**src/rtl/parking_pkg.sv**
```systemverilog
// rtl/parking_pkg.sv - shared state encoding, lamp/display codes and exit code for the exit gate
package parking_pkg;

  typedef logic [1:0] gate_state_t;

  localparam gate_state_t ST_IDLE     = 2'd0;
  localparam gate_state_t ST_WAIT_PAY = 2'd1;
  localparam gate_state_t ST_PAY_BAD  = 2'd2;
  localparam gate_state_t ST_OPEN     = 2'd3;

  localparam logic [6:0] HEX_BLANK  = 7'h7F;
  localparam logic [6:0] HEX_WAIT_1 = 7'h06;
  localparam logic [6:0] HEX_WAIT_2 = 7'h2B;
  localparam logic [6:0] HEX_BAD_1  = 7'h06;
  localparam logic [6:0] HEX_BAD_2  = 7'h06;
  localparam logic [6:0] HEX_OPEN_1 = 7'h02;
  localparam logic [6:0] HEX_OPEN_2 = 7'h40;

  localparam logic [1:0] EXIT_CODE_1 = 2'b10;
  localparam logic [1:0] EXIT_CODE_2 = 2'b01;

  function automatic logic code_matches(input logic [1:0] d1, input logic [1:0] d2);
    return (d1 == EXIT_CODE_1) && (d2 == EXIT_CODE_2);
  endfunction

endpackage

```
**src/rtl/parking_occupancy_counter.sv**
```systemverilog
// rtl/parking_occupancy_counter.sv - saturating car counter; simultaneous inc/dec cancel out
module parking_occupancy_counter #(
  parameter int CAPACITY = 15
) (
  input  logic       clk,
  input  logic       reset,
  input  logic       inc,
  input  logic       dec,
  output logic [7:0] count,
  output logic       full
);

  logic [7:0] count_q, count_d;

  always_comb begin
    count_d = count_q;
    if (inc && !dec && count_q != 8'(CAPACITY)) begin
      count_d = count_q + 8'd1;
    end else if (dec && !inc && count_q != 8'd0) begin
      count_d = count_q - 8'd1;
    end
  end

  always_ff @(posedge clk) begin
    if (!reset) begin
      count_q <= 8'd0;
    end else begin
      count_q <= count_d;
    end
  end

  assign count = count_q;
  assign full  = (count_q == 8'(CAPACITY));

endmodule

```
**src/rtl/parking_exit_gate.sv**
```systemverilog
// rtl/parking_exit_gate.sv - pay-to-exit barrier controller; EXIT_TIMEOUT_EN enables abandon timeout
module parking_exit_gate
  import parking_pkg::*;
#(
  parameter int CAPACITY       = 15,
  parameter int PAY_WAIT       = 4,
  parameter int TIMEOUT_CYCLES = 64
) (
  input  logic       clk,
  input  logic       reset,
  input  logic       car_entered,
  input  logic       sensor_exit_approach,
  input  logic       sensor_exit_clear,
  input  logic [1:0] pay_1,
  input  logic [1:0] pay_2,
  output logic       gate_open,
  output logic       car_exited,
  output logic       green_led,
  output logic       red_led,
  output logic [6:0] hex_1,
  output logic [6:0] hex_2,
  output logic [7:0] occupancy,
  output logic       lot_full,
  output logic       timeout
);

  localparam int WW = (PAY_WAIT > 1) ? $clog2(PAY_WAIT) : 1;

  gate_state_t   state_q, state_d;
  logic [WW-1:0] wait_q, wait_d;
  logic          exit_evt;
  logic          gate_open_q, gate_open_d;
  logic          car_exited_q, car_exited_d;
  logic          red_q, red_d, green_q, green_d;
  logic [6:0]    hex_1_q, hex_1_d, hex_2_q, hex_2_d;

`ifdef EXIT_TIMEOUT_EN
  localparam int TW = (TIMEOUT_CYCLES > 1) ? $clog2(TIMEOUT_CYCLES) : 1;
  logic [TW-1:0] tmo_q, tmo_d;
  logic          timeout_q, timeout_d;
`else
  logic          unused_cfg;
  assign unused_cfg = (TIMEOUT_CYCLES == 0);
`endif

  always_comb begin
    state_d  = state_q;
    wait_d   = '0;
    exit_evt = 1'b0;
    case (state_q)
      ST_IDLE: begin
        if (sensor_exit_approach && occupancy != 8'd0) state_d = ST_WAIT_PAY;
      end
      ST_WAIT_PAY: begin
        if (wait_q == WW'(PAY_WAIT - 1)) begin
          state_d = code_matches(pay_1, pay_2) ? ST_OPEN : ST_PAY_BAD;
        end else begin
          wait_d = wait_q + WW'(1);
        end
      end
      ST_PAY_BAD: begin
        if (code_matches(pay_1, pay_2)) state_d = ST_OPEN;
      end
      ST_OPEN: begin
        if (sensor_exit_clear) begin
          state_d  = ST_IDLE;
          exit_evt = 1'b1;
        end
      end
      default: state_d = ST_IDLE;
    endcase
`ifdef EXIT_TIMEOUT_EN
    // A successful payment on the last allowed cycle wins over the abandon timeout.
    tmo_d     = '0;
    timeout_d = 1'b0;
    if (state_q == ST_WAIT_PAY || state_q == ST_PAY_BAD) begin
      if (state_d != ST_OPEN && tmo_q == TW'(TIMEOUT_CYCLES - 1)) begin
        state_d   = ST_IDLE;
        timeout_d = 1'b1;
      end else begin
        tmo_d = tmo_q + TW'(1);
      end
    end
`endif
  end

  always_comb begin
    gate_open_d  = 1'b0;
    car_exited_d = exit_evt;
    red_d        = 1'b1;
    green_d      = 1'b0;
    hex_1_d      = HEX_BLANK;
    hex_2_d      = HEX_BLANK;
    case (state_q)
      ST_WAIT_PAY: begin
        hex_1_d = HEX_WAIT_1;
        hex_2_d = HEX_WAIT_2;
      end
      ST_PAY_BAD: begin
        red_d   = ~red_q;
        hex_1_d = HEX_BAD_1;
        hex_2_d = HEX_BAD_2;
      end
      ST_OPEN: begin
        gate_open_d = 1'b1;
        red_d       = 1'b0;
        green_d     = ~green_q;
        hex_1_d     = HEX_OPEN_1;
        hex_2_d     = HEX_OPEN_2;
      end
      default: ;
    endcase
  end

  always_ff @(posedge clk) begin
    if (!reset) begin
      state_q      <= ST_IDLE;
      wait_q       <= '0;
      gate_open_q  <= 1'b0;
      car_exited_q <= 1'b0;
      red_q        <= 1'b1;
      green_q      <= 1'b0;
      hex_1_q      <= HEX_BLANK;
      hex_2_q      <= HEX_BLANK;
`ifdef EXIT_TIMEOUT_EN
      tmo_q        <= '0;
      timeout_q    <= 1'b0;
`endif
    end else begin
      state_q      <= state_d;
      wait_q       <= wait_d;
      gate_open_q  <= gate_open_d;
      car_exited_q <= car_exited_d;
      red_q        <= red_d;
      green_q      <= green_d;
      hex_1_q      <= hex_1_d;
      hex_2_q      <= hex_2_d;
`ifdef EXIT_TIMEOUT_EN
      tmo_q        <= tmo_d;
      timeout_q    <= timeout_d;
`endif
    end
  end

  parking_occupancy_counter #(
    .CAPACITY(CAPACITY)
  ) u_occupancy (
    .clk  (clk),
    .reset(reset),
    .inc  (car_entered),
    .dec  (exit_evt),
    .count(occupancy),
    .full (lot_full)
  );

  assign gate_open  = gate_open_q;
  assign car_exited = car_exited_q;
  assign red_led    = red_q;
  assign green_led  = green_q;
  assign hex_1      = hex_1_q;
  assign hex_2      = hex_2_q;
`ifdef EXIT_TIMEOUT_EN
  assign timeout    = timeout_q;
`else
  assign timeout    = 1'b0;
`endif

endmodule

```
**config.mk**
```make
export PLATFORM = sky130hd
export DESIGN_NAME = parking_exit_gate
export DESIGN_NICKNAME = d
export VERILOG_FILES = /design/src/rtl/parking_pkg.sv /design/src/rtl/parking_occupancy_counter.sv /design/src/rtl/parking_exit_gate.sv
export SDC_FILE = /design/constraint.sdc
export NUM_CORES = 1
export LEC_CHECK = 0
export BUFFER_PORTS_ARGS = -buffer_cell sky130_fd_sc_hd__buf_2
export CAP_MARGIN = 20
export CORE_ASPECT_RATIO = 1.1
export CORE_MARGIN = 2
export CORE_UTILIZATION = 35
export CTS_CLUSTER_SIZE = 24
export DETAILED_ROUTE_END_ITERATION = 7
export GPL_TIMING_DRIVEN = 1
export PLACE_DENSITY = 0.7
export SLEW_MARGIN = 20
export SYNTH_ARGS = -nofsm -noshare
export SYNTH_HDL_FRONTEND = slang
export SYNTH_SLANG_ARGS = --single-unit
```
**constraint.sdc**
```tcl
create_clock -name clk -period 3.63 [get_ports clk]
set_input_delay 0.1815 -clock clk [delete_from_list [all_inputs] [get_ports clk]]
set_output_delay 0.1815 -clock clk [all_outputs]
set_load 0.02 [all_outputs]
```
# Word-level counts from Yosys, hierarchy flattened
# Index checks and enable logic that the tools add are counted.
dict set report totals {
  input_bits 9
  ff_bits 30
  output_inout_bits 28
  wordCells 57
}
dict set report classes {
  eq_ne 12
  reduce_logical 15
  muxes 14
  addsub 3
  bitwise 4
}
# operator n
set op_table {}
lappend op_table {{one-hot mux 7 bit (3 select lines)} 1}
lappend op_table {{two-way mux 8 bit} 2}
lappend op_table {{one-hot mux 7 bit (2 select lines)} 1}
lappend op_table {{adder 8 x 1 -> 8 bit (second input constant)} 1}
lappend op_table {{equality test 2 bit (second input constant)} 4}
lappend op_table {{equality test 8 x 4 -> 1 bit (second input constant)} 1}
lappend op_table {{two-way mux 2 bit} 4}
lappend op_table {{!= test 2 bit (second input constant)} 4}
lappend op_table {{!= test 8 x 4 -> 1 bit (second input constant)} 1}
lappend op_table {{one-hot mux 2 bit (4 select lines)} 1}
lappend op_table {{nonzero test 8 bit} 1}
lappend op_table {{subtractor 8 x 1 -> 8 bit (second input constant)} 1}
lappend op_table {{logical AND 1 bit} 6}
lappend op_table {{equality test 2 x 1 -> 1 bit (second input constant)} 2}
lappend op_table {{two-way mux 1 bit} 4}
lappend op_table {{inverter 1 bit} 4}
lappend op_table {{AND reduction 4 bit} 1}
lappend op_table {{OR reduction 3 bit} 1}
lappend op_table {{adder 2 x 1 -> 2 bit (second input constant)} 1}
lappend op_table {{logical NOT 1 bit} 2}
lappend op_table {{logical NOT 2 bit} 1}
lappend op_table {{one-hot mux 1 bit (2 select lines)} 1}
lappend op_table {{AND reduction 2 bit} 1}
lappend op_table {{nonzero test 2 bit} 1}
lappend op_table {{OR reduction 2 bit} 1}

# Longest topological paths before layout
# Gate-level depths: netlist (run 1).
dict set report depth {
  ltp_word 6
  ltp_mapped 9
  mapped_depth_nobuf 9
}

# Hierarchy
# Synthesis (run 1) repeated with hierarchy kept, for this count alone.
dict set report hier_totals {
  cells_unflattened 150
  hier_area_um2 1393.8
}
# module area_each_um2 instances cells_per_inst seq_area_each_um2
set by_module_without_submodules {}
lappend by_module_without_submodules {parking_occupancy_counter 780.7 1 88 160.2}
lappend by_module_without_submodules {parking_exit_gate 613.1 1 62 260.2}

# Worst setup path after synthesis (run 1)
# No wires, ideal clock.
dict set report synth_path {
  path_kind {reg2reg}
  startpoint {register u_occupancy.count_q[4], in the netlist u_occupancy.count[4]}
  endpoint {register u_occupancy.count_q[7], in the netlist u_occupancy.count[7]}
  slack_ps 1012
  required_time_ps 3510
  stages_incl_launch_ff 9
  path_buffers 0
  t_arrival_ps 2498
  path_cell_list {dfxtp_1 or4_4 o211ai_4 ha_1 a21oi_1 a211oi_1 or3_1 a21oi_2 nor3b_2}
}
dict set report synth_via {
  elab_chain_cells 3
}
# item line_no
set synth_rtl {}
lappend synth_rtl {{start: declaration} parking_occupancy_counter.sv:13} ;# logic [7:0] count_q, count_d;
lappend synth_rtl {{start signal: assignment} parking_occupancy_counter.sv:28} ;# count_q <= count_d;
lappend synth_rtl {{subtractor 8 x 1 -> 8 bit, or another cell as far along} parking_occupancy_counter.sv:20} ;# count_d = count_q - 8'd1;
lappend synth_rtl {{two-way mux 8 bit, or another cell as far along} parking_occupancy_counter.sv:19} ;# end else if (dec && !inc && count_q != 8'd0) begin
lappend synth_rtl {{two-way mux 8 bit / nonzero test 2 bit (equally long branches)} n/a}
# Several ways; a longest one is shown, not always the timed one. The select of a mux whose other input is x is not followed.
# A chain may end at the register's enable or synchronous reset.

# Worst setup path in the final report (run 1)
# Same ends and word-level chain as after synthesis.

==> results of run 1 <==
==> sequential cells by signal (all words and copies together) (netlist names), 2 cells and up <==
name               cells
hex_2                  4
state_q                2
u_occupancy.count      8
wait_q                 2
==> stage by stage <==
step	cell area [sq um]	setup slack, ns	total power, mW	std cells
floorplan	1170	1.01	0.646	130
global placement	1310	0.993	0.711	189
detailed placement	1310	0.928	0.715	189
CTS	1340	0.881	0.835	193
global route	1340	0.723	0.895	193
finish	1340	0.871	0.826	193
==> per-layer routing <==
metal  track usage [%]  wire [um]
met1              16.7       1100
met2              21.7       1080
met3              3.59        107
met4              1.99         20
met5                 0          0
==> power by group through the flow <==
stage          Sequential (mW)  Combinational (mW)  Clock [mW]
2_1_floorplan            0.365               0.281           0
3_3_place_gp             0.324               0.387           0
3_5_place_dp             0.326               0.389           0
4_1_cts                  0.321               0.392       0.121
5_1_grt                  0.329               0.435       0.131
6_report                 0.320               0.389       0.116
==> final cells by class <==
| type | count | area [sq um] | share of cell area [%] |
|---|---|---|---|
| tap | 36 | 45.0 | 3.37 |
| clock inverter | 1 | 5.00 | 0.374 |
| timing repair buffer | 34 | 170 | 12.7 |
| clock buffer | 3 | 22.5 | 1.68 |
| inverter | 7 | 26.3 | 1.96 |
| sequential | 21 | 420 | 31.4 |
| multi-input combinational | 91 | 648 | 48.5 |
==> logic make-up (layout without fill, tap and decap cells) <==
group	after synthesis	after routing	share of synthesized area, %
and+or+nand+nor	43	43	18.8
AOI/OAI and AO/OA	27	27	16.8
DFF	21	21	35.8
buffers and inverters	18	45	8.96
adders and majority gates	12	12	13.4
xor gates and xnor gates	5	5	3.73
other	2	2	0.640
muxes	2	2	1.81
==> layout by cell type (no fill, tap or decap), types with 2 or more instances in the layout <==
cell      Yosys  layout
o22ai_1       2       2
nor2_1        7       7
ha_1         11      11
nand2_1      16      16
a211o_1       2       2
dfxtp_1      21      21
conb_1        2       2
buf_2         0      34
nand3_1       5       5
o21ai_0       3       3
inv_1         7       7
nor4_1        2       2
a21oi_1       8       8
or2_2         2       2
clkbuf_4      0       3
a211oi_1      4       4
xnor2_1       4       4
==> worst max-delay path, cell delays in order (launching register included) <==
cell      delay [ns]
dfxtp_1         0.38
or4_4           0.57
o211ai_4        0.39
ha_1            0.36
a21oi_1         0.22
a211oi_1        0.12
or3_1           0.41
a21oi_2         0.15
nor3b_2         0.05
==> worst paths after layout <==
check / end / slack (ns) / cells past startpoint / from
min reg2reg: green_led$_SDFF_PN0_ / 0.41 / 1 / green_led$_SDFF_PN0_
max: u_occupancy.count[7]$_SDFFE_PN0P_ / 0.87 / 8 / u_occupancy.count[4]$_SDFFE_PN0P_
max reg2reg: u_occupancy.count[7]$_SDFFE_PN0P_ / 0.87 / 8 / u_occupancy.count[4]$_SDFFE_PN0P_
min: car_exited$_SDFF_PN0_ / 0.13 / 3 / sensor_exit_clear
==> impl_metrics.py, run 1 <==
metrics = {
    "placement": {
        "finalWeightedCongestion": 0.810,
        "detailed_place_hpwl_um": 1830,
        "port_buffers": 34,
    },
    "floorplanning": {
        "die_w_um": 59.2,
        "design.die.area_sq_mm": 0.00383,
        "rows": 22,
        "coreArea_sq_mm": 0.00328,
        "die_height_um": 64.7,
        "ioPinCount": 37,
        "initial_core_util_pct": 35.8,
    },
    "clock_network": {
        "cts_tree": "done",
        "postCtsSetupBuffers": 0,
        "cts-hold-fix-buffers": 0,
        "cts_sinks": 21,
        "root_buffer": "clkbuf_4",
        "clk_pin_slew_worst_paths_ns": 0.13,
        "cts_made_buffers": 3,
        "cts_resized": 0,
        "h-tree-depth": 1,
        "cts_max_path_buffers": 2,
        "insertion_delay_ns": 0.31,
    },
    "power_and_ir_drop": {
        "p_switching_mw": 0.347,
        "combPwrFrac_pct": 47.2,
        "p_leak_nw": 0.624,
        "p_sw_share_pct": 42.1,
        "powerDensity_mw_per_mm2": 617,
        "ir_drop_uv": 220,
        "seqPwrFrac_pct": 38.8,
        "internal_power_mw": 0.478,
        "clkPwrFrac_pct": 14.0,
    },
    "routing": {
        "firstDrtPassIters": 6,
        "viasPerCell": 5.00,
        "drc_errors": 0,
        "drt_iter0_markers": 26,
        "wl_um": 2310,
        "postRouteAntennaNets": 0,
        "routedWlPerCell_um": 12.0,
        "vias": 965,
    },
    "timing": {
        "finalCritPeriodShare_pct": 76.0,
        "period_minus_slack_ns": 2.76,
        "hold_ws_ns": 0.130,
        "rsz0062_at_grt": "no",
        "timing.fmax_mhz": 362,
        "final-setup-viol-count": 0,
        "hold_viol": 0,
        "drv_slew": 0,
        "skew_ns": 0.00599,
        "setup_tns_ns": 0,
    },
    "worst_setup_path": {
        "cp-start-kind": "flop",
        "critical_path_required_ns": 3.83,
        "cp_max_fo": 12,
        "worstSetupPathType": "reg2reg",
        "worstSetupEndpointType": "flop",
        "cp_data_arrival_time_ns": 2.96,
    },
    "yosys": {
        "synth_ff_type": "dfxtp_1",
        "synth_commonest_cells": "21 x dfxtp_1, 16 x nand2_1, 11 x ha_1",
        "synth_most_common_cell": "dfxtp_1",
        "yosysWarningCount": 0,
        "synth-edff-count": 0,
        "synth_area_leader_cell": "dfxtp_1",
        "synth_nets": 151,
        "ys_ff_latch": 21,
        "synthesis.area_sq_mm": 0.00117,
        "async_reset_ff_share_pct": 0,
        "syn_inst": 130,
        "synth.distinct_cells": 40,
        "yosysTopAreaCellShare_pct": 35.8,
        "avgSynthCellArea_sq_um": 9.03,
        "seq_area_frac_synth_pct": 35.8,
        "synth_area_leaders": "dfxtp_1 36%, ha_1 12%, buf_4 6.4%, nand2_1 5.1%, a21oi_1 3.4%",
    },
    "run_status": {
        "status": "complete, no violations",
    },
    "grt": {
        "track_usage_pct": 13.0,
        "gr-total-overflow": 0,
        "grt_pass1_wl_um": 3930,
        "grt_max_degree": 13,
        "antenna_found_initial": 0,
        "grt_pass1_vias": 925,
    },
    "min_path": {
        "min_path_type": "in2reg",
    },
    "cells_and_area": {
        "diodes": 0,
        "fin_util_pct": 40.8,
        "layout-drive-gt1-share_pct": 29.9,
        "syn2layout_area_growth_pct": 14.0,
        "fillers": 341,
        "nNetsFinal": 179,
    },
    "job": {
        "cap_violations": 0,
    },
}
Power figures use the tool's default switching activity.
==> run 2, diff against run 1 <==
Clock period 3.63 ns to 2.6 ns, I/O delays scaled along.
==> run 2 against run 1 <==
Against the previous run: maximum frequency increased by 6.4%; die area is the same; power up 43%; sequential cell count unchanged; largest power group unchanged.
==> impl_metrics.py, run 2 (synthesis results as in run 1) <==
metrics = {
    "run_status": {
        "status": "complete, no violations",
    },
    "worst_setup_path": {
        "worstSetupEndpointType": "flop",
        "reg2reg_from": "u_occupancy.count[4]$_SDFFE_PN0P_",
        "cpPeakStageDelay_ns": 0.55,
        "crit_start": "u_occupancy.count[4]$_SDFFE_PN0P_",
        "critical_path_required_ns": 2.83,
        "worst_path_max_delay_cell": "or4_4",
        "worstSetupPathType": "reg2reg",
        "path_buf_inv": 0,
        "cp-start-kind": "flop",
        "cp_top_family": "simple AND/OR/NAND/NOR gates",
        "cp_max_fo": 7,
        "cp_data_arrival_time_ns": 2.82,
        "crit_chain": "or4_4 -> o211ai_4 -> ha_2 -> a21oi_1 -> a211oi_1 -> or3_1 -> nand3_1 -> nor3b_2",
    },
    "power_and_ir_drop": {
        "powerDensity_mw_per_mm2": 828,
        "total_power_mw": 1.18,
        "ir_drop_uv": 274,
        "p_leak_nw": 0.676,
    },
    "clock_network": {
        "insertion_delay_ns": 0.29,
        "cts_max_path_buffers": 2,
        "cts_sinks": 21,
        "cts-hold-fix-buffers": 0,
        "h-tree-depth": 1,
        "cts_made_buffers": 3,
        "clk_pin_slew_worst_paths_ns": 0.11,
        "root_buffer": "clkbuf_4",
        "cts_tree": "done",
    },
    "timing": {
        "hold_viol": 0,
        "rsz0062_at_grt": "yes",
        "final-setup-viol-count": 0,
        "hold_ws_ns": 0.0796,
        "timing.fmax_mhz": 386,
        "period_minus_slack_ns": 2.59,
        "setup_tns_ns": 0,
        "skew_ns": 0.00378,
        "finalCritPeriodShare_pct": 99.7,
        "drv_slew": 0,
    },
    "cells_and_area": {
        "layout-drive-gt1-share_pct": 35.7,
        "fin_util_pct": 43.7,
        "layout_common_cells": "34 x buf_2, 21 x dfxtp_1, 16 x nand2_1",
        "nNetsFinal": 190,
        "syn2layout_area_growth_pct": 21.9,
        "layout_commonest_cell": "buf_2",
        "diodes": 0,
        "instances_no_fill": 204,
        "fillers": 328,
        "largest_register_ff_count": 8,
    },
    "grt": {
        "grt_pass1_wl_um": 3960,
        "grt_max_degree": 13,
        "grt_pass1_vias": 916,
        "antenna_found_initial": 0,
        "track_usage_pct": 13.5,
        "gr-total-overflow": 0,
    },
    "routing": {
        "drt_iter0_markers": 16,
        "vias": 1048,
        "postRouteAntennaNets": 0,
        "wl_um": 2370,
        "drc_errors": 0,
        "firstDrtPassIters": 6,
        "routedWlPerCell_um": 11.6,
        "viasPerCell": 5.14,
    },
    "floorplanning": {
        "coreArea_sq_mm": 0.00328,
        "initial_core_util_pct": 35.8,
        "rows": 22,
        "design.die.area_sq_mm": 0.00383,
        "die_height_um": 64.7,
        "ioPinCount": 37,
        "die_w_um": 59.2,
    },
    "placement": {
        "port_buffers": 34,
        "finalWeightedCongestion": 0.786,
        "detailed_place_hpwl_um": 1900,
        "numPlacedInstances": 198,
    },
    "job": {
        "cap_violations": 0,
    },
    "min_path": {
        "hold_path.startpoint": "sensor_exit_clear",
        "min_path_type": "in2reg",
    },
}
[run 2: cell count changes in the layout (fill, tap and decap cells not counted), sizes merged]
cell,before,now
buf,34,45
clkbuf,3,4
clkinv,1,0
[run 2: layout make-up]
type	instances	area [sq um]	share of cell area, %
multi-input combinational	91	659	46.1
inverter	7	26.3	1.84
clock buffer	4	26.3	1.84
sequential	21	420	29.4
tap	36	45.0	3.15
timing repair buffer	45	253	17.7
[run 2: per-stage QoR]
step / setup slack (ns) / instance area, sq um
global placement: 0.0872 / 1380
finish: 0.00709 / 1430
floorplan: 0.00674 / 1170
CTS: 0.0278 / 1400
detailed placement: 0.0435 / 1380
global route: -0.125 / 1430
[run 2: report_power, final]
part / internal (mW) / switching (mW) / total, mW / leakage (nW)
sequential: 0.387 / 0.0460 / 0.433 / 0.172
clock: 0.0597 / 0.0920 / 0.152 / 0.0150
combinational: 0.257 / 0.343 / 0.600 / 0.489
total: 0.704 / 0.481 / 1.18 / 0.676
[run 2: routing by layer]
| layer | vias up | GRT usage (%) | routed length (um) |
|---|---|---|---|
| met5 | - | 0 | 0 |
| met4 | 0 | 5.40 | 47 |
| met3 | 6 | 2.79 | 138 |
| met2 | 45 | 22.7 | 1130 |
| met1 | 479 | 16.4 | 1050 |
| li1 | 518 | - | - |
[run 2: path summary, 6_finish.rpt]
path                                       endpoint  slack, ns  depth (start not counted)
setup / recovery  u_occupancy.count[7]$_SDFFE_PN0P_      0.007                          8
hold / removal                car_exited$_SDFF_PN0_       0.08                          3
setup reg to reg  u_occupancy.count[7]$_SDFFE_PN0P_      0.007                          8
hold reg to reg                green_led$_SDFF_PN0_       0.42                          1
[run 2: repair_timing]
action                                  in CTS  in global routing
endpoints found under the setup margin       0                  2
hold endpoints to repair                     0                  0
setup buffers                                0                  2
resized for setup                            0                  3
[run 2: worst reg2reg max path, delay by kind of cell, from the launching register on]
| kind | cells | cell delay, ns |
|---|---|---|
| adders and majority gates | 1 | 0.38 |
| and+or+nand+nor | 4 | 1.20 |
| AOI/OAI and AO/OA | 3 | 0.62 |
| DFF | 1 | 0.33 |
